## config.mk

```make
export PLATFORM = sky130hd
export DESIGN_NAME = ov7670_sccb_ctrl
export DESIGN_NICKNAME = d
export VERILOG_FILES = /design/src/rtl/ov7670_sccb_ctrl.sv
export SDC_FILE = /design/constraint.sdc
export NUM_CORES = 1
export LEC_CHECK = 0
export BUFFER_PORTS_ARGS = -buffer_cell sky130_fd_sc_hd__buf_2
export CORE_MARGIN = 3
export CORE_UTILIZATION = 60
export DETAILED_ROUTE_END_ITERATION = 8
export PLACE_DENSITY_LB_ADDON = 0.15
export SETUP_SLACK_MARGIN = 0.5
export SYNTH_ARGS = -nofsm -noshare
export SYNTH_HDL_FRONTEND = slang
export SYNTH_SLANG_ARGS = --single-unit
```

## constraint.sdc

```tcl
create_clock -name clk -period 2.25 [get_ports clk]
set_input_delay 0.225 -clock clk [delete_from_list [all_inputs] [get_ports clk]]
set_output_delay 0.225 -clock clk [all_outputs]
set_load 0.01 [all_outputs]
```

## src/rtl/ov7670_sccb_ctrl.sv

```systemverilog
// OV7670 SCCB configuration sequencer: walks the register-init table, issuing one
// 3-phase write per entry. Optional slave-ACK sampling is enabled by OV7670_SCCB_ACK_CHECK_EN.
module ov7670_sccb_ctrl #(
    parameter int         CLK_DIV     = 125,
    parameter logic [7:0] DEV_ADDR    = 8'h42,
    parameter int         RESET_DELAY = 50000,
    parameter int         DELAY_W     = 16
) (
    input  logic        clk,
    input  logic        reset_n,
    input  logic        start,
    input  logic [15:0] table_data,
    input  logic        table_done,
    output logic        table_continue,
    output logic        sioc,
    output logic        siod_oe,
    input  logic        siod_in,
    output logic        busy,
    output logic        done,
    output logic        nack
);

    localparam int QW = (CLK_DIV > 1) ? $clog2(CLK_DIV) : 1;

    localparam logic [2:0] S_IDLE     = 3'd0;
    localparam logic [2:0] S_SETTLE   = 3'd1;
    localparam logic [2:0] S_START    = 3'd2;
    localparam logic [2:0] S_BIT      = 3'd3;
    localparam logic [2:0] S_STOP     = 3'd4;
    localparam logic [2:0] S_RST_WAIT = 3'd5;
    localparam logic [2:0] S_NEXT     = 3'd6;
    localparam logic [2:0] S_DONE     = 3'd7;

    logic [2:0]         state;
    logic [QW-1:0]      qcnt;
    logic               qt;
    logic               bus_phase;
    logic [1:0]         phase;
    logic [4:0]         bit_cnt;
    logic [26:0]        shreg;
    logic [DELAY_W-1:0] dcnt;
    logic               soft_rst;
    logic               dc_slot;

    assign bus_phase = (state == S_START) || (state == S_BIT) || (state == S_STOP);
    assign qt        = bus_phase && (qcnt == QW'(CLK_DIV - 1));
    // Slots 9, 18 and 27 belong to the slave; the master always releases SIOD there.
    assign dc_slot   = (bit_cnt == 5'd8) || (bit_cnt == 5'd17) || (bit_cnt == 5'd26);

    // Quarter-period divider; parked at zero so every bus phase starts on a full quarter.
    always_ff @(posedge clk) begin
        if (!reset_n || !bus_phase || qt) begin
            qcnt <= '0;
        end else begin
            qcnt <= qcnt + 1'b1;
        end
    end

    // Table handshake: table_continue is a one-cycle step request; the entry it selects
    // appears on table_data two cycles later, which is what the SETTLE wait covers.
    always_ff @(posedge clk) begin
        if (!reset_n) begin
            state          <= S_IDLE;
            phase          <= 2'd0;
            bit_cnt        <= 5'd0;
            shreg          <= '0;
            dcnt           <= '0;
            soft_rst       <= 1'b0;
            busy           <= 1'b0;
            done           <= 1'b0;
            table_continue <= 1'b0;
        end else begin
            table_continue <= 1'b0;
            case (state)
                S_IDLE, S_DONE: begin
                    if (start) begin
                        state <= S_SETTLE;
                        busy  <= 1'b1;
                        done  <= 1'b0;
                        dcnt  <= '0;
                    end
                end
                S_SETTLE: begin
                    dcnt <= dcnt + 1'b1;
                    if (dcnt == DELAY_W'(1)) begin
                        dcnt <= '0;
                        if (table_done) begin
                            state <= S_DONE;
                            busy  <= 1'b0;
                            done  <= 1'b1;
                        end else begin
                            shreg    <= {DEV_ADDR, 1'b1, table_data[15:8], 1'b1,
                                         table_data[7:0], 1'b1};
                            soft_rst <= (table_data[15:8] == 8'h12) && table_data[7];
                            phase    <= 2'd0;
                            bit_cnt  <= 5'd0;
                            state    <= S_START;
                        end
                    end
                end
                S_START: begin
                    if (qt) begin
                        if (phase == 2'd1) begin
                            phase <= 2'd0;
                            state <= S_BIT;
                        end else begin
                            phase <= phase + 1'b1;
                        end
                    end
                end
                S_BIT: begin
                    if (qt) begin
                        phase <= phase + 1'b1;
                        if (phase == 2'd3) begin
                            if (bit_cnt == 5'd26) begin
                                state <= S_STOP;
                            end else begin
                                bit_cnt <= bit_cnt + 1'b1;
                                shreg   <= {shreg[25:0], 1'b0};
                            end
                        end
                    end
                end
                S_STOP: begin
                    if (qt) begin
                        if (phase == 2'd2) begin
                            phase <= 2'd0;
                            dcnt  <= '0;
                            // A COM7 soft reset needs the sensor to recover before the next write.
                            if (soft_rst) begin
                                state <= S_RST_WAIT;
                            end else begin
                                state          <= S_NEXT;
                                table_continue <= 1'b1;
                            end
                        end else begin
                            phase <= phase + 1'b1;
                        end
                    end
                end
                S_RST_WAIT: begin
                    dcnt <= dcnt + 1'b1;
                    if (dcnt == DELAY_W'(RESET_DELAY - 1)) begin
                        dcnt           <= '0;
                        state          <= S_NEXT;
                        table_continue <= 1'b1;
                    end
                end
                S_NEXT: begin
                    state <= S_SETTLE;
                    dcnt  <= '0;
                end
                default: state <= S_IDLE;
            endcase
        end
    end

    // Pins are registered from the current phase so they never glitch on decode.
    always_ff @(posedge clk) begin
        if (!reset_n) begin
            sioc    <= 1'b1;
            siod_oe <= 1'b0;
        end else begin
            sioc    <= 1'b1;
            siod_oe <= 1'b0;
            case (state)
                S_START: begin
                    sioc    <= (phase == 2'd0);
                    siod_oe <= 1'b1;
                end
                S_BIT: begin
                    sioc    <= (phase == 2'd1) || (phase == 2'd2);
                    siod_oe <= ~shreg[26] & ~dc_slot;
                end
                S_STOP: begin
                    sioc    <= (phase != 2'd0);
                    siod_oe <= (phase != 2'd2);
                end
                default: ;
            endcase
        end
    end

`ifdef OV7670_SCCB_ACK_CHECK_EN
    always_ff @(posedge clk) begin
        if (!reset_n) begin
            nack <= 1'b0;
        end else if (((state == S_IDLE) || (state == S_DONE)) && start) begin
            nack <= 1'b0;
        end else if ((state == S_BIT) && (phase == 2'd2) && qt && dc_slot && siod_in) begin
            nack <= 1'b1;
        end
    end
`else
    logic unused_siod_in;
    assign unused_siod_in = siod_in;
    assign nack           = 1'b0;
`endif

endmodule

```

# --- Word-level counts from Yosys, hierarchy flattened ---
# Index checks and enable logic that the tools add are counted.
word_totals:
  reg_bits: 66
  memories: 0
  ramBits: 0
  latchBits: 0
  in_bits: 21
  romBits: 0
  output_inout_bits: 6
op_classes:
  n_mux: 54
  n_shift: 0
  multipliers: 0
  n_eq_ne: 31
  div_mod_pow: 0
  magnitude_cmp: 0
  n_reduce_logical: 25
  addsub: 4
  n_bitwise: 4
op_table:
  columns: ["cell", "count"]
  rows:
  - ["$mux 27", 5]
  - ["$mux 16", 5]
  - ["$pmux 16 s5", 1]
  - ["$pmux 27 s2", 1]
  - ["$mux 3", 11]
  - ["$mux 5", 5]
  - ["$pmux 3 s7", 1]
  - ["$ne 2x2->1 const B", 10]
  - ["$add 16x1->16 const B", 1]
  - ["$eq 16x1->1 const B", 1]
  - ["$eq 16x16->1 const B", 1]
  - ["$mux 2", 8]
  - ["$eq 3x3->1 const B", 4]
  - ["$reduce_and 6->1", 2]
  - ["$eq 5x5->1 const B", 2]
  - ["$mux 1", 10]
  - ["$pmux 5 s2", 1]
  - ["$reduce_and 10->1", 1]
  - ["$eq 8x5->1 const B", 1]
  - ["$ne 2x1->1 const B", 4]
  - ["$pmux 2 s4", 1]
  - ["$reduce_and 4->1", 2]
  - ["$add 7x1->7 const B", 1]
  - ["$eq 7x7->1 const B", 1]
  - ["21 further kinds", 38]

# --- Longest topological paths before layout ---
depth:
  depth_word: 6
  ltp_mapped: 9
  ltp_nobuf: 7

# --- Worst setup path after synthesis ---
# Ideal clock, no wire load.
synth_timing:
  path_kind: "flip-flop to flip-flop"
  start: "register dcnt[1]"
  end: "register shreg[1]"
  arrival_ns: 1.733
  path_stages_with_launch: 10
  path_slack_ns: 0.401
  required_time_ns: 2.134
  path_cell_list: "dfxtp_1 -> inv_1 -> ha_1 -> nor4b_2 -> and4_1 -> buf_6 -> mux2i_1 -> nor2_1 -> buf_2 -> o211a_1"
synth_via:
  elab_chain_len: 3
synth_rtl:
  columns: ["item", "line_no", "rtl"]
  rows:
  - ["from (decl)", "41", "logic [DELAY_W-1:0] dcnt;"]
  - ["from (signal assigned)", "84", "dcnt <= dcnt + 1'b1;"]
  - ["from (signal assigned)", "142", "dcnt <= dcnt + 1'b1;"]
  - ["$eq 16x1->1", "85", "if (dcnt == DELAY_W'(1)) begin"]
  - ["$ne 2x2->1 (no source line)", null, null]
  - ["$reduce_and 6->1 (no source line)", null, null]
  - ["to (signal assigned)", "92", "shreg <= {DEV_ADDR, 1'b1, table_data[15:8], 1'b1,"]
  - ["to (signal assigned)", "119", "shreg <= {shreg[25:0], 1'b0};"]
  - ["to (decl)", "40", "logic [26:0] shreg;"]
# Every way passes these cells.
# A chain may end at the register's enable or synchronous reset.

# --- Worst setup path in the final report ---
layout_timing:
  start: "register dcnt[1]"
  end: "register shreg[13]"
# Same word-level chain as after synthesis.

==> flow_summary.yaml <==
status:
  status: "finished, final reports clean"
sta:
  fin_skew_ns: 0.009980
  hold_violations: 0
  timing.final.crit_share_pct: 88.13
  finalSetupTns_ns: 0
  setup_viol: 0
  fmax_mhz: 504.3
  drv_slew: 0
  min_period_ns: 1.983
  rsz0062_at_grt: "yes"
setup_path:
  cp-start-kind: "flop"
  cp.buffers_inverters: 3
  worstSetupPathType: "flop to flop"
  startpoint: "dcnt[1]"
  worstReg2RegStart: "dcnt[1]"
  critPathMaxFanout: 7
  critPathArrivalTime_ns: 2.26
  crit_path_cell_trace: "inv_2, ha_4, nor4b_4, and4_4, buf_6, buf_6, mux2_4, a21oi_1, a311oi_2"
  cpMostUsedCell: "buf_6"
  critPathRequiredTime_ns: 2.52
  cpPeakStageDelay_ns: 0.37
  crit_path_end_kind: "flop"
  crit_family: "simple AND/OR/NAND/NOR gates"
  worst_path_max_delay_cell: "dfxtp_4"
synthesis:
  synth_top_cell_area_share_pct: 37.51
  synth_seq_area_share_pct: 37.51
  synth-seq-cells: 66
  synth-edff-count: 0
  synth_area_leaders: "dfxtp_1 (38%), nand3_1 (5.1%), ha_1 (5.0%), a21oi_1 (4.4%), nand2_1 (3.8%)"
  netlist_instances: 418
  syn_area_um2: 3522
  synthFlopType: "dfxtp_1"
  ys_warn_count: 0
  async_flop_share_pct: 0
  postSynthAreaPerCell_um2: 8.426
  mappedNetlistNets: 453
  ys_types: 60
  yosys.area.top_type: "dfxtp_1"
worst_hold_path:
  min_from: "table_data[13]"
  hold_class: "primary input to flop"
power_and_ir_drop:
  p_leak_nw: 1.827
  p_per_area_nw_per_um2: 895.2
  ir_drop_mv: 0.5565
  finalPower_mw: 4.273
global_routing:
  grt_max_degree: 27
  track_usage_pct: 28.96
  overflow: 0
  grt_pass1_wl_um: 15220
  grt_pass1_vias: 3135
  antenna_found_initial: 0
floorplan:
  pin_count: 27
  start_util_pct: 62.81
  die_x_um: 82.62
  die_h_um: 82.62
  dieArea_um2: 6825
  placementRows: 27
  core_area_um2: 5608
place:
  place_hpwl_um: 5485
  finalWeightedCongestion: 0.8802
  port_buffers: 24
drt:
  ant_nets: 0
  wl_per_cell_um: 21.85
  viasPerCell: 6.836
  num_vias: 3794
  dr.pass1.iters: 6
  drtIter0Drc: 389
  routed_wl_um: 12130
  drc_errors: 0
clock_network:
  cts.sinks: 66
  hold_buffers: 0
  clock_latency_ns: 0.36
  root_buffer: "clkbuf_8"
  cts_max_level: 3
  clk_pin_slew_ns: 0.07
  cts_tree: "done"
  cts_made_buffers: 9
  clockBufferDepth: 2
final_layout:
  seqCellArea_um2: 1344
  drive_above_1_share_pct: 36.44
  multi_input_area_um2: 2509
  layout_common_cells: "dfxtp_1 (56), nand3_1 (35), nand2_1 (34)"
  syn2layout_area_growth_pct: 35.52
  final_common_cell: "dfxtp_1"
  final_util_pct: 85.12
  diodes: 0
  nNetsFinal: 514
  num-fill-cells: 292
job:
  max_cap_violations: 0
==> through the flow <==
| step | hold WS [ns] | cells | setup slack [ns] | cell area [um^2] |
|---|---|---|---|---|
| floorplan | 0.3836 | 418 | 0.5031 | 3561 |
| global placement | 0.4397 | 510 | 0.2079 | 3806 |
| detailed placement | 0.4437 | 510 | 0.1580 | 3806 |
| CTS | 0.1522 | 538 | 0.4094 | 4345 |
| global route | 0.1552 | 555 | 0.1134 | 4773 |
| finish | 0.1568 | 555 | 0.2671 | 4773 |
==> metal layers <==
layer	part of all wire, %	track usage, %	routed length [um]
met5	0	0	0
met1	39	38.62	4673
met3	10	8.134	1208
met4	6.3	9.641	763
met2	45	45.03	5480
==> report_power, final <==
part / leakage (nW) / total (mW) / switching, mW / internal (mW)
combinational: 1.19 / 1.89 / 1.11 / 0.776
sequential: 0.539 / 1.38 / 0.118 / 1.27
clock: 0.0962 / 1.00 / 0.469 / 0.533
total: 1.83 / 4.27 / 1.70 / 2.58
==> cell type report <==
type | instances | area share, %
Tap cell | 72 | 1.887
Clock inverter | 3 | 0.8388
Clock buffer | 12 | 3.041
Timing Repair Buffer | 75 | 12.21
Multi-Input combinational cell | 311 | 52.56
Sequential cell | 66 | 28.15
Inverter | 16 | 1.311
==> Yosys cell counts (all sizes together), types with 2 or more instances <==
master,count
dfxtp,66
nand2,36
nand3,36
nor2,32
a21oi,31
o21ai,25
buf,17
inv,15
ha,14
xnor2,13
clkbuf,11
mux2i,11
nor4,11
a311oi,8
o211a,8
and4,7
nand2b,5
nand4,5
nor4b,5
o2111ai,5
a31oi,4
nand3b,4
a211oi,3
and3,3
nor2b,3
nor3,3
xor2,3
a221oi,2
a41oi,2
mux2,2
nor3b,2
o211ai,2
o22ai,2
o31ai,2
or2,2
or3,2
or4,2
==> repair_timing <==
item,4_1_cts,5_1_grt
setup buffers,9,14
pin swaps,20,50
endpoints found under the setup margin,53,60
resized for setup,64,73
cloned,4,3
==> final timing paths <==
check,depth (start not counted),slack [ns],end
max,9,0.27,shreg[13]
min,3,0.16,shreg[15]
min reg2reg,2,0.46,shreg[21]
max reg2reg,9,0.27,shreg[13]
==> logic make-up (layout without fill, tap and decap cells) <==
| family | Yosys count | count (layout) | synth area share, % |
|---|---|---|---|
| AO/OA/AOI/OAI | 103 | 103 | 19.61 |
| other | 1 | 1 | 0.1065 |
| AND/OR/NAND/NOR | 161 | 161 | 24.55 |
| flip-flops | 66 | 66 | 37.51 |
| buffers and inverters | 44 | 106 | 5.506 |
| adder cells (fa/ha/maj) | 14 | 14 | 4.973 |
| XOR/XNOR | 16 | 16 | 3.979 |
| multiplexers | 13 | 16 | 3.766 |
==> tightest hold or removal path, stage by stage <==
cell and delay [ns]:
buf_2 0.11, nand2_1 0.05, a311oi_1 0.08
==> sequential cells by signal, indices dropped and copies added, names as in the netlist <==
name / cells
sioc: 1
soft_rst: 1
done: 1
state: 3
dcnt: 16
bit_cnt: 5
busy: 1
siod_oe: 1
table_continue: 1
shreg: 27
qcnt: 7
phase: 2
(Power assumes the default switching activity.)
